File: config.mk
export PLATFORM = sky130hd
export DESIGN_NAME = bitvec_index_encoder
export DESIGN_NICKNAME = d
export VERILOG_FILES = /design/src/rtl/bitvec_index_encoder.sv
export SDC_FILE = /design/constraint.sdc
export NUM_CORES = 1
export LEC_CHECK = 0
export BUFFER_PORTS_ARGS = -buffer_cell sky130_fd_sc_hd__buf_2
export CORE_MARGIN = 4
export CORE_UTILIZATION = 55
export CTS_BUF_LIST = sky130_fd_sc_hd__clkbuf_4
export DETAILED_ROUTE_END_ITERATION = 8
export GPL_ROUTABILITY_DRIVEN = 0
export PLACE_DENSITY = 0.82
export REMOVE_ABC_BUFFERS = 1
export SLEW_MARGIN = 10
export SYNTH_ARGS = -nofsm -noshare
export SYNTH_HDL_FRONTEND = slang
export SYNTH_SLANG_ARGS = --single-unit
File: constraint.sdc
create_clock -name clk -period 3.3 [get_ports clk]
set_clock_uncertainty 0.2 [all_clocks]
set_input_delay 0.165 -clock clk [delete_from_list [all_inputs] [get_ports clk]]
set_output_delay 0.165 -clock clk [all_outputs]
set_load 0.005 [all_outputs]
File: src/rtl/bitvec_index_encoder.sv
`default_nettype none
// ============================================================================
//  Module   : bitvec_index_encoder
//  Purpose  : Accepts a 32-bit multi-hot vector and emits the index of every
//             set bit as a stream of valid/ready beats, one index per cycle.
//             The indices come out in ascending order (LOW_FIRST = 1) or in
//             descending order (LOW_FIRST = 0). The final index of a vector
//             is flagged with out_last. An all-zero vector is accepted,
//             dropped, and reported with a one-cycle zero_drop pulse.
//  Revision : 1.0 - initial release
// ----------------------------------------------------------------------------
//  Ports
//    clk        in   1   single clock; all state updates on the rising edge
//    rst_n      in   1   synchronous active-low reset
//    in_valid   in   1   in_vec is offered
//    in_ready   out  1   block accepts in_vec this cycle (IDLE, not in reset)
//    in_vec     in   32  multi-hot vector; bit i set = index i pending
//    out_valid  out  1   out_idx is valid (high throughout SCAN)
//    out_ready  in   1   consumer takes out_idx this cycle
//    out_idx    out  5   binary index of the selected set bit (0 when idle)
//    out_last   out  1   current beat is the final index of the vector
//    zero_drop  out  1   one-cycle pulse: all-zero vector accepted, discarded
// ============================================================================
module bitvec_index_encoder #(
  parameter bit LOW_FIRST = 1'b1
) (
  input  logic        clk,
  input  logic        rst_n,
  input  logic        in_valid,
  output logic        in_ready,
  input  logic [31:0] in_vec,
  output logic        out_valid,
  input  logic        out_ready,
  output logic [4:0]  out_idx,
  output logic        out_last,
  output logic        zero_drop
);

  typedef enum logic [0:0] {
    ST_IDLE = 1'b0,
    ST_SCAN = 1'b1
  } state_e;

  state_e      state_q;
  state_e      state_d;
  logic [31:0] pending_q;
  logic [31:0] pending_d;
  logic        zero_drop_q;
  logic        zero_drop_d;

  logic [4:0]  sel_idx;
  logic        single_bit;
  logic        accept;
  logic        take;

  // --------------------------------------------------------------------------
  // Index selection. The loop direction decides which set bit wins: the last
  // assignment in the loop takes priority, so scanning from the top down
  // leaves the lowest set index and scanning from the bottom up leaves the
  // highest.
  // --------------------------------------------------------------------------
  generate
    if (LOW_FIRST) begin : g_low_first
      always_comb begin
        sel_idx = 5'd0;
        for (int i = 31; i >= 0; i--) begin
          if (pending_q[i]) begin
            sel_idx = 5'(i);
          end
        end
      end
    end else begin : g_high_first
      always_comb begin
        sel_idx = 5'd0;
        for (int i = 0; i < 32; i++) begin
          if (pending_q[i]) begin
            sel_idx = 5'(i);
          end
        end
      end
    end
  endgenerate

  // Exactly one bit set: non-zero and clearing the lowest set bit leaves zero.
  assign single_bit = (pending_q != 32'd0) &&
                      ((pending_q & (pending_q - 32'd1)) == 32'd0);

  // --------------------------------------------------------------------------
  // Handshake and output decode
  // --------------------------------------------------------------------------
  assign in_ready  = rst_n && (state_q == ST_IDLE);
  assign out_valid = (state_q == ST_SCAN);
  assign out_idx   = out_valid ? sel_idx : 5'd0;
  assign out_last  = out_valid && single_bit;
  assign zero_drop = zero_drop_q;

  assign accept = in_valid && in_ready;
  assign take   = out_valid && out_ready;

  // --------------------------------------------------------------------------
  // Next-state logic
  // --------------------------------------------------------------------------
  always_comb begin
    state_d     = state_q;
    pending_d   = pending_q;
    zero_drop_d = 1'b0;

    case (state_q)
      ST_IDLE: begin
        if (accept) begin
          if (in_vec != 32'd0) begin
            pending_d = in_vec;
            state_d   = ST_SCAN;
          end else begin
            zero_drop_d = 1'b1;
          end
        end
      end

      ST_SCAN: begin
        // in_valid/in_vec are ignored here: in_ready is low, so no accept.
        if (take) begin
          pending_d = pending_q & ~(32'd1 << sel_idx);
          if (single_bit) begin
            state_d = ST_IDLE;
          end
        end
      end

      default: begin
        state_d = ST_IDLE;
      end
    endcase
  end

  // --------------------------------------------------------------------------
  // State registers
  // --------------------------------------------------------------------------
  always_ff @(posedge clk) begin
    if (!rst_n) begin
      state_q     <= ST_IDLE;
      pending_q   <= 32'd0;
      zero_drop_q <= 1'b0;
    end else begin
      state_q     <= state_d;
      pending_q   <= pending_d;
      zero_drop_q <= zero_drop_d;
    end
  end

endmodule
`default_nettype wire

==> flow_metrics.py, run 1 <==
metrics = {
    "critical_path": {
        "end_kind": "primary output",
        "crit_fanout": 8,
        "worstPathArrival_ns": 2.81,
        "critPathLaunchType": "register",
        "worstSetupPathType": "reg -> out",
        "critPathRequiredTime_ns": 2.93,
    },
    "logic_synthesis": {
        "synth_top_family_by_area": "compound AO/OA/AOI/OAI gates",
        "synth_area_mm2": 0.00248,
        "synth-edff-count": 0,
        "synth-seq-area-share_pct": 27.5,
        "synth_seq_cells": 34,
        "synth_cell_types": 51,
        "yosysWarnings": 0,
        "syn_inst": 341,
        "synthXorXnorAreaFrac_pct": 0,
        "synthSimpleGateAreaFrac_pct": 29.6,
        "async_flop_share_pct": 0,
        "synth-adder-area-share_pct": 0.404,
        "synth-main-ff-cell": "dfxtp_1",
        "synthMuxAreaShare_pct": 3.43,
        "syn_area_per_cell_um2": 7.27,
        "synth_compound_area_share_pct": 33.4,
    },
    "grt": {
        "grt_pass1_wl_um": 14100,
        "grt_overflow": 0,
        "antenna_found_initial": 0,
        "grt_max_degree": 26,
        "first_global_vias": 2857,
        "grt_usage_pct": 33.6,
    },
    "placed_design": {
        "hpwl_um": 6550,
        "post_dp_cell_area_mm2": 0.00284,
        "io_buffers": 44,
    },
    "timing": {
        "timing.final.hold_violations": 1,
        "timing.setup.tns_ns": 0,
        "period_needed_ns": 3.18,
        "rsz0062_at_grt": "no",
        "slew_headroom_pct": 30.1,
        "fin_crit_sh_pct": 96.3,
        "maxSlewViolCount": 0,
        "setup_viol": 0,
        "tightest_slew_ns": 1.05,
        "hold-worst-slack_ns": -0.00523,
        "max_freq_mhz": 315,
    },
    "floorplanning": {
        "die_y_um": 75.1,
        "fp-row-count": 24,
        "initial_core_util_pct": 56.9,
        "io_pins": 45,
        "fp.dieW_um": 75.1,
        "core_mm2": 0.00435,
        "dieArea_mm2": 0.00564,
    },
    "finish": {
        "syn_to_final_growth_pct": 25.5,
        "final_core_util_pct": 71.4,
        "drive_above_1_share_pct": 21.3,
        "n_antenna_cell": 0,
        "fin_nets": 449,
        "fin_area_mm2": 0.00311,
    },
    "clock_tree": {
        "cts.sinks": 34,
        "path_clk_slew_ns": 0.10,
        "cts-root-buf": "clkbuf_4",
        "cts_tree": "done",
        "cts_made_buffers": 5,
        "worstSkewPairLatency_ns": 0.35,
        "cts_buffer_depth": 2,
        "htreeDepth": 2,
        "post_cts.repair.setup_buffers": 0,
    },
    "run_status": {
        "violations": "hold timing",
        "status": "finished, violations left",
    },
    "power_and_ir_drop": {
        "irDropWorstVdd_v": 0.000214,
        "leakagePower_nw": 1.24,
        "power_density_mw_per_mm2": 415,
    },
    "job": {
        "max-cap-violations": 0,
    },
    "hold_path": {
        "min_path_type": "in -> reg",
    },
    "drt": {
        "drc": 0,
        "drt_iter0_drc": 568,
        "first_pass_iters": 8,
        "final_antenna_net_count": 0,
        "dr_total_vias": 3190,
        "drt-wirelength-per-cell_um": 19.4,
        "routed_wl_um": 9020,
        "via_per_inst": 6.86,
    },
}
==> critical path: stages, from the launching register on <==
cell,delay [ns]
dfxtp_1,0.41
or4_4,0.60
or4_4,0.60
o32ai_2,0.14
o2111a_1,0.22
o2111ai_1,0.15
nor3_2,0.21
buf_2,0.14
==> cells in the mapped netlist (4+ instances only) <==
library cell  instances  area, um2
dfxtp_1              34        681
nor2_1               34        128
nand2_1              31        116
o21ai_0              27        135
a21oi_1              20        100
nor4_1               18        113
inv_1                16       60.1
clkbuf_1             14       52.6
and2_1               13       81.3
a211oi_1             10       75.1
nor3_1               10       50.1
o31ai_1               9       67.6
a221oi_1              8       70.1
and3_1                7       43.8
nand3_1               7       35.0
or4_1                 7       52.6
a22oi_1               6       45.0
o22ai_1               6       37.5
buf_2                 5       25.0
nand2b_1              5       31.3
a32oi_1               4       35.0
mux2_2                4       45.0
mux2i_1               4       40.0
==> sequential cells by signal, summed over array words and instances (netlist names) <==
register   cells
out_valid      1
pending_q     32
zero_drop      1
==> per-stage QoR <==
stage                     total power [W]  hold WS [ns]  cells  setup slack [ns]
final                             0.00129      -0.00523    465             0.121
after floorplan                  0.000813        0.0754    322            0.0974
after detailed placement         0.000999         0.198    438             0.385
after global placement           0.000992         0.195    438             0.311
after global routing              0.00135        0.0157    465            0.0276
after CTS                         0.00125       0.00112    464            0.0414
==> routing by layer <==
metal	vias to the layer above	global-route usage, %	wire length, um
met1	1435	45.8	3500
met3	48	6.28	1200
met4	0	12.8	394
li1	1452	-	-
met2	255	52.3	3920
met5	-	0	0
==> cell families (layout without fill, tap and decap cells) <==
group	after synthesis	after routing
compound gates	119	119
fa+ha+maj	1	1
buf+inv	36	108
flops	34	34
mux	8	8
simple gates	143	143
==> cells in the final DEF (no fill, tap or decap), types with 2 or more instances in the layout <==
cell and count:
buf_2 44, dfxtp_1 34, nor2_1 33, nand2_1 31, o21ai_0 27, a21oi_1 20, dlygate4sd3_1 20, buf_4 20
nor4_1 17, inv_1 16, and2_1 13, a211oi_1 10, o31ai_1 9, nor3_1 9, a221oi_1 8, nand3_1 7
and3_1 7, clkbuf_4 7, a22oi_1 6, o22ai_1 6, or4_1 5, nand2b_1 5, or4_4 4, a32oi_1 4
mux2i_1 4, mux2_2 4, o211ai_1 3, o311ai_0 3, a31oi_1 3, o221a_2 3, or3_1 2, o2111a_1 2
nand4_1 2, o21a_1 2, o31a_1 2
==> area by class of cell <==
class / instances / area [um2]
Multi-Input combinational cell: 271 / 1680
Fill cell: 365 / 1240
Sequential cell: 34 / 681
Timing Repair Buffer: 84 / 571
Tap cell: 52 / 65.1
Inverter: 17 / 63.8
Clock buffer: 7 / 52.6
==> where the power goes <==
group / total (W) / switching [W] / leakage [nW] / internal, W
clock: 0.000245 / 0.000148 / 0.0322 / 0.0000968
combinational: 0.000553 / 0.000315 / 0.933 / 0.000238
sequential: 0.000493 / 0.0000545 / 0.278 / 0.000438
total: 0.00129 / 0.000517 / 1.24 / 0.000773
==> path summary, 6_finish.rpt <==
path	start	to	slack, ns	cells past startpoint
setup reg to reg	pending_q[28]	pending_q[1]	0.25	8
hold / removal	in_vec[22]	pending_q[22]	-0.005	3
setup / recovery	pending_q[0]	out_last	0.12	7
hold reg to reg	pending_q[12]	pending_q[12]	0.37	2
==> timing repair <==
action                                 in CTS  in global routing
endpoints found under the hold margin      19                  1
setup endpoints to repair                   0                  1
hold buffers                               19                  1
gates resized for setup                     0                  4
Power figures use the tool's default switching activity.
==> run 2: changes to the inputs <==
--- a/config.mk
+++ b/config.mk
@@ -7,12 +7,11 @@
 export LEC_CHECK = 0
 export BUFFER_PORTS_ARGS = -buffer_cell sky130_fd_sc_hd__buf_2
 export CORE_MARGIN = 4
-export CORE_UTILIZATION = 55
+export CORE_UTILIZATION = 58
 export CTS_BUF_LIST = sky130_fd_sc_hd__clkbuf_4
 export DETAILED_ROUTE_END_ITERATION = 8
 export GPL_ROUTABILITY_DRIVEN = 0
-export PLACE_DENSITY = 0.82
-export REMOVE_ABC_BUFFERS = 1
+export PLACE_DENSITY = 0.86
 export SLEW_MARGIN = 10
 export SYNTH_ARGS = -nofsm -noshare
 export SYNTH_HDL_FRONTEND = slang
==> flow_metrics.py, run 2 (same netlist as run 1, synthesis figures left out) <==
metrics = {
    "finish": {
        "n_antenna_cell": 0,
        "largest_reg_flops": 32,
        "final_cell_mix": "buf_2 (44), nor2_1 (33), nand2_1 (31)",
        "regMostFlops": "pending_q",
        "drive_above_1_share_pct": 23.4,
        "final_common_cell": "buf_2",
        "syn_to_final_growth_pct": 28.3,
        "fin_nets": 453,
    },
    "drt": {
        "drc": 0,
        "final_antenna_net_count": 0,
        "via_per_inst": 7.14,
        "drt_iter0_drc": 655,
        "dr_total_vias": 3343,
        "first_pass_iters": 9,
        "routed_wl_um": 9560,
        "drt-wirelength-per-cell_um": 20.4,
    },
    "run_status": {
        "violations": "hold timing",
        "status": "finished, violations left",
    },
    "clock_tree": {
        "cts_buffer_depth": 2,
        "cts_tree": "done",
        "cts_made_buffers": 5,
        "worstSkewPairLatency_ns": 0.38,
        "path_clk_slew_ns": 0.12,
        "cts-root-buf": "clkbuf_4",
        "cts.sinks": 34,
        "htreeDepth": 2,
    },
    "hold_path": {
        "hold_path_depth": 3,
        "min_path_type": "in -> reg",
        "whs_endpoint": "pending_q[30]",
        "hp-start": "in_vec[30]",
    },
    "critical_path": {
        "critPathLaunch": "pending_q[14]",
        "worstRegToRegCells": 8,
        "crit_fanout": 8,
        "rr_startpoint": "pending_q[14]",
        "critPathLaunchType": "register",
        "worstPathArrival_ns": 2.84,
        "timing.rr.end": "pending_q[17]",
        "r2r_slack_ns": 0.19,
        "critPathRequiredTime_ns": 2.93,
        "worstSetupPathType": "reg -> out",
        "end_kind": "primary output",
    },
    "grt": {
        "first_global_vias": 3014,
        "grt_max_degree": 25,
        "grt_usage_pct": 35.9,
        "grt_overflow": 0,
        "antenna_found_initial": 0,
        "grt_pass1_wl_um": 14800,
    },
    "timing": {
        "period_needed_ns": 3.20,
        "layout_setup_ws_ns": 0.0985,
        "timing.final.hold_violations": 1,
        "maxSlewViolCount": 0,
        "fin_crit_sh_pct": 97.0,
        "max_freq_mhz": 312,
        "timing.setup.tns_ns": 0,
        "tightest_slew_ns": 1.17,
        "rsz0062_at_grt": "no",
        "setup_viol": 0,
        "hold-worst-slack_ns": -0.00346,
        "slew_headroom_pct": 21.3,
    },
    "floorplanning": {
        "fp-row-count": 23,
        "fp.dieW_um": 73.4,
        "io_pins": 45,
        "die_y_um": 73.4,
        "core_mm2": 0.00406,
        "dieArea_mm2": 0.00538,
        "initial_core_util_pct": 61.1,
    },
    "job": {
        "max-cap-violations": 0,
    },
    "power_and_ir_drop": {
        "finalPower_w": 0.00140,
        "leakagePower_nw": 1.27,
        "irDropWorstVdd_v": 0.000252,
        "power_density_mw_per_mm2": 442,
    },
    "placed_design": {
        "io_buffers": 44,
        "hpwl_um": 6560,
        "dp_slack_ns": 0.220,
    },
    "logic_synthesis": {
        "syn_nets": 377,
    },
}
==> run 2: timing repair <==
item                                    in CTS  in global routing
endpoints found under the setup margin       1                  1
gates resized for setup                      2                  9
pin swaps                                    0                  3
hold endpoints to repair                    20                  1
hold buffers                                20                  1
buffers inserted                             0                  1
==> run 2: how the worst max path moves through the flow <==
stage | cells past startpoint | end | slack [ns]
final | 7 | out_last | 0.1
after global routing | 7 | out_last | 0.0001
after CTS | 7 | out_last | 0.0005
after detailed placement | 7 | out_valid | 0.22
after global placement | 7 | out_valid | 0.26
after floorplan | 9 | out_valid | 0.52
==> run 2: per-layer routing <==
layer	global-route usage (%)	share of wire [%]	vias up
met4	19.3	5.0	0
met5	0	0	-
met1	46.9	36	1465
met3	10.3	15	70
li1	-	-	1468
met2	53.3	43	340
==> run 2: worst max-delay path, cell delays in order, from the launching register on <==
cell and delay, ns:
dfxtp_1 0.41, or4_4 0.55, or4_4 0.61, o32ai_4 0.17, o2111a_1 0.26, o2111ai_1 0.15, nor3_1 0.17, buf_2 0.15
==> run 2: cell type report <==
type	count	area (um2)
repair buffers	88	603
well taps	50	62.6
flip-flops and latches	34	691
inverters	17	63.8
multi-input cells	271	1680
clock buffers	6	45.0
clock inverters	2	37.5
fillers	272	878
==> run 2: stage by stage <==
stage / instance area (um2) / std cells / hold WS [ns] / util (%)
global route: 3180 / 468 / 0.0182 / 78.4
finish: 3180 / 468 / -0.00346 / 78.4
global placement: 2850 / 438 / 0.194 / 70.2
floorplan: 2480 / 341 / 0.0754 / -
CTS: 3140 / 466 / 0.0000686 / 77.3
detailed placement: 2850 / 438 / 0.200 / 70.2
==> run 2: report_power, final <==
| part | switching, W | total (W) | internal, W |
|---|---|---|---|
| clock network | 0.000165 | 0.000333 | 0.000168 |
| logic | 0.000328 | 0.000575 | 0.000247 |
| registers | 0.0000566 | 0.000496 | 0.000440 |
==> run 3: changes to the inputs <==
--- a/config.mk
+++ b/config.mk
@@ -6,12 +6,14 @@
 export NUM_CORES = 1
 export LEC_CHECK = 0
 export BUFFER_PORTS_ARGS = -buffer_cell sky130_fd_sc_hd__buf_2
+export CELL_PAD_IN_SITES_DETAIL_PLACEMENT = 1
+export CELL_PAD_IN_SITES_GLOBAL_PLACEMENT = 2
 export CORE_MARGIN = 4
-export CORE_UTILIZATION = 58
+export CORE_UTILIZATION = 32
 export CTS_BUF_LIST = sky130_fd_sc_hd__clkbuf_4
 export DETAILED_ROUTE_END_ITERATION = 8
 export GPL_ROUTABILITY_DRIVEN = 0
-export PLACE_DENSITY = 0.86
+export PLACE_DENSITY = 0.84
 export SLEW_MARGIN = 10
 export SYNTH_ARGS = -nofsm -noshare
 export SYNTH_HDL_FRONTEND = slang
==> constraint.sdc (replaced) <==
create_clock -name clk -period 3.3 [get_ports clk]
set_clock_uncertainty 0.2 [all_clocks]
set_input_delay 0.99 -clock clk [delete_from_list [all_inputs] [get_ports clk]]
set_output_delay 0.99 -clock clk [all_outputs]
set_load 0.005 [all_outputs]
==> flow_metrics.py, run 3 (same netlist as run 1, synthesis figures left out) <==
metrics = {
    "placed_design": {
        "hpwl_um": 8940,
        "post_dp_cell_area_mm2": 0.00322,
        "io_buffers": 44,
    },
    "finish": {
        "fillers": 942,
        "n_antenna_cell": 0,
        "largest_reg_flops": 32,
        "syn_to_final_growth_pct": 45.9,
        "final_cell_mix": "buf_4 (73), buf_2 (43), nor2_1 (31)",
        "drive_above_1_share_pct": 40.8,
        "final_core_util_pct": 49.0,
        "fin_area_mm2": 0.00361,
        "final_common_cell": "buf_4",
        "regMostFlops": "pending_q",
        "fin_nets": 483,
    },
    "grt": {
        "grt_overflow": 0,
        "grt_pass1_wl_um": 18400,
        "first_global_vias": 3339,
        "antenna_found_initial": 0,
        "grt_max_degree": 27,
        "grt_usage_pct": 26.5,
    },
    "floorplanning": {
        "core_mm2": 0.00737,
        "initial_core_util_pct": 33.6,
        "fp-row-count": 31,
        "die_y_um": 96.0,
        "dieArea_mm2": 0.00921,
        "fp.dieW_um": 96.0,
        "io_pins": 45,
    },
    "critical_path": {
        "timing.rr.end": "pending_q[21]",
        "critPathLaunchType": "register",
        "worstSetupPathType": "reg -> out",
        "critPathMaxStageDelay_ns": 0.58,
        "crit_buf_inv": 1,
        "end_kind": "primary output",
        "critPathRequiredTime_ns": 2.11,
        "cp_common_cell": "or4_4",
        "rr_startpoint": "pending_q[2]",
        "crit_chain": "or4_4 -> or4_4 -> o32ai_2 -> o2111a_1 -> o2111ai_2 -> nor3_2 -> buf_2",
        "crit_fanout": 3,
        "worstRegToRegCells": 10,
        "r2r_slack_ns": 0.26,
        "crit_family": "simple AND/OR/NAND/NOR gates",
        "worstPathArrival_ns": 2.63,
        "crit_slowest_cell": "or4_4",
    },
    "timing": {
        "hold-worst-slack_ns": 0.364,
        "period_needed_ns": 3.82,
        "setup_viol": 3,
        "maxSlewViolCount": 0,
        "fin_crit_sh_pct": 116,
        "timing.final.hold_violations": 0,
        "rsz0062_at_grt": "yes",
        "layout_setup_ws_ns": -0.515,
        "slew_headroom_pct": 28.7,
        "tightest_slew_ns": 1.07,
        "max_freq_mhz": 262,
    },
    "drt": {
        "drt-wirelength-per-cell_um": 21.8,
        "dr_total_vias": 3290,
        "drt_iter0_drc": 227,
        "drc": 0,
        "routed_wl_um": 11900,
        "via_per_inst": 6.01,
        "final_antenna_net_count": 0,
        "first_pass_iters": 7,
    },
    "run_status": {
        "violations": "setup timing",
        "status": "finished, violations left",
    },
    "clock_tree": {
        "worstSkewPairLatency_ns": 0.35,
        "cts-root-buf": "clkbuf_4",
        "htreeDepth": 2,
        "cts_buffer_depth": 2,
        "path_clk_slew_ns": 0.11,
        "cts_made_buffers": 5,
        "cts_hold_buffers": 0,
        "cts.sinks": 34,
        "cts_tree": "done",
    },
    "logic_synthesis": {
        "syn_nets": 377,
    },
    "power_and_ir_drop": {
        "intPower_w": 0.000996,
        "seqPwrFrac_pct": 29.1,
        "finalPower_w": 0.00163,
        "power_density_mw_per_mm2": 451,
        "p_switching_w": 0.000634,
        "irDropWorstVdd_v": 0.000239,
        "p_sw_share_pct": 38.9,
        "leakagePower_nw": 1.50,
        "p_clk_share_pct": 20.1,
        "pwr-share-comb_pct": 50.9,
    },
    "hold_path": {
        "hp-start": "pending_q[27]",
        "min_path_type": "reg -> reg",
        "hold_path_depth": 2,
        "whs_endpoint": "pending_q[27]",
    },
    "job": {
        "max-cap-violations": 0,
    },
}
[run 3: changes by cell type in the layout (fill, tap and decap cells not counted), moves of 4 or more]
cell,previous run,this run
dfxtp_1,26,20
dfxtp_4,0,4
buf_4,23,73
nor4_2,0,4
dlygate4sd3_1,21,0
nor3_1,10,6
nor4_1,18,13
[run 3: cell type report]
cell class / count / area (um2) / share of cell area (%)
Clock buffer: 7 / 52.6 / 1.45
Clock inverter: 1 / 30.0 / 0.831
Inverter: 17 / 63.8 / 1.77
Multi-Input combinational cell: 271 / 1850 / 51.2
Sequential cell: 34 / 708 / 19.6
Tap cell: 99 / 124 / 3.43
Timing Repair Buffer: 118 / 786 / 21.7
[run 3: per-stage QoR]
step                      setup slack [ns]  cells  TNS [ns]
final                               -0.515    547    -0.915
after global placement             -0.0579    525   -0.0579
after CTS                           -0.495    542    -0.904
after detailed placement            -0.110    525    -0.153
after floorplan                    -0.0379    341   -0.0379
after global routing                -0.592    547     -1.22
[run 3: worst max path at each step]
stage / startpoint / endpoint / slack [ns] / depth (start not counted)
after floorplan: pending_q[6] / out_last / -0.04 / 8
after global placement: pending_q[2] / out_last / -0.06 / 7
after detailed placement: pending_q[0] / out_last / -0.11 / 8
after CTS: pending_q[2] / out_last / -0.49 / 7
after global routing: pending_q[2] / out_last / -0.59 / 7
final: pending_q[2] / out_last / -0.52 / 7
[run 3: worst min-delay path: stages (launching register included)]
cell	delay, ns
dfxtp_2	0.39
inv_1	0.07
a221oi_1	0.06
[run 3: timing repair]
| item | in CTS | in global routing |
|---|---|---|
| pin swaps | 2 | 10 |
| setup buffers | 9 | 7 |
| endpoints found under the setup margin | 6 | 6 |
| gates cloned | 0 | 0 |
| resized for setup | 21 | 36 |
[run 3: layer usage]
layer	up-vias	GRT usage [%]	routed length, um
met4	0	10.2	387
met5	-	0	0
met2	125	42.2	5520
met1	1617	36.7	5510
li1	1521	-	-
met3	27	2.81	521
[run 3: power by group through the flow]
stage               Sequential [W]  Combinational (W)  Clock, W
floorplan                 0.000474           0.000369         0
global placement          0.000479           0.000643         0
detailed placement        0.000481           0.000661         0
CTS                       0.000470           0.000722  0.000327
global route              0.000477           0.000885  0.000350
finish                    0.000474           0.000829  0.000327
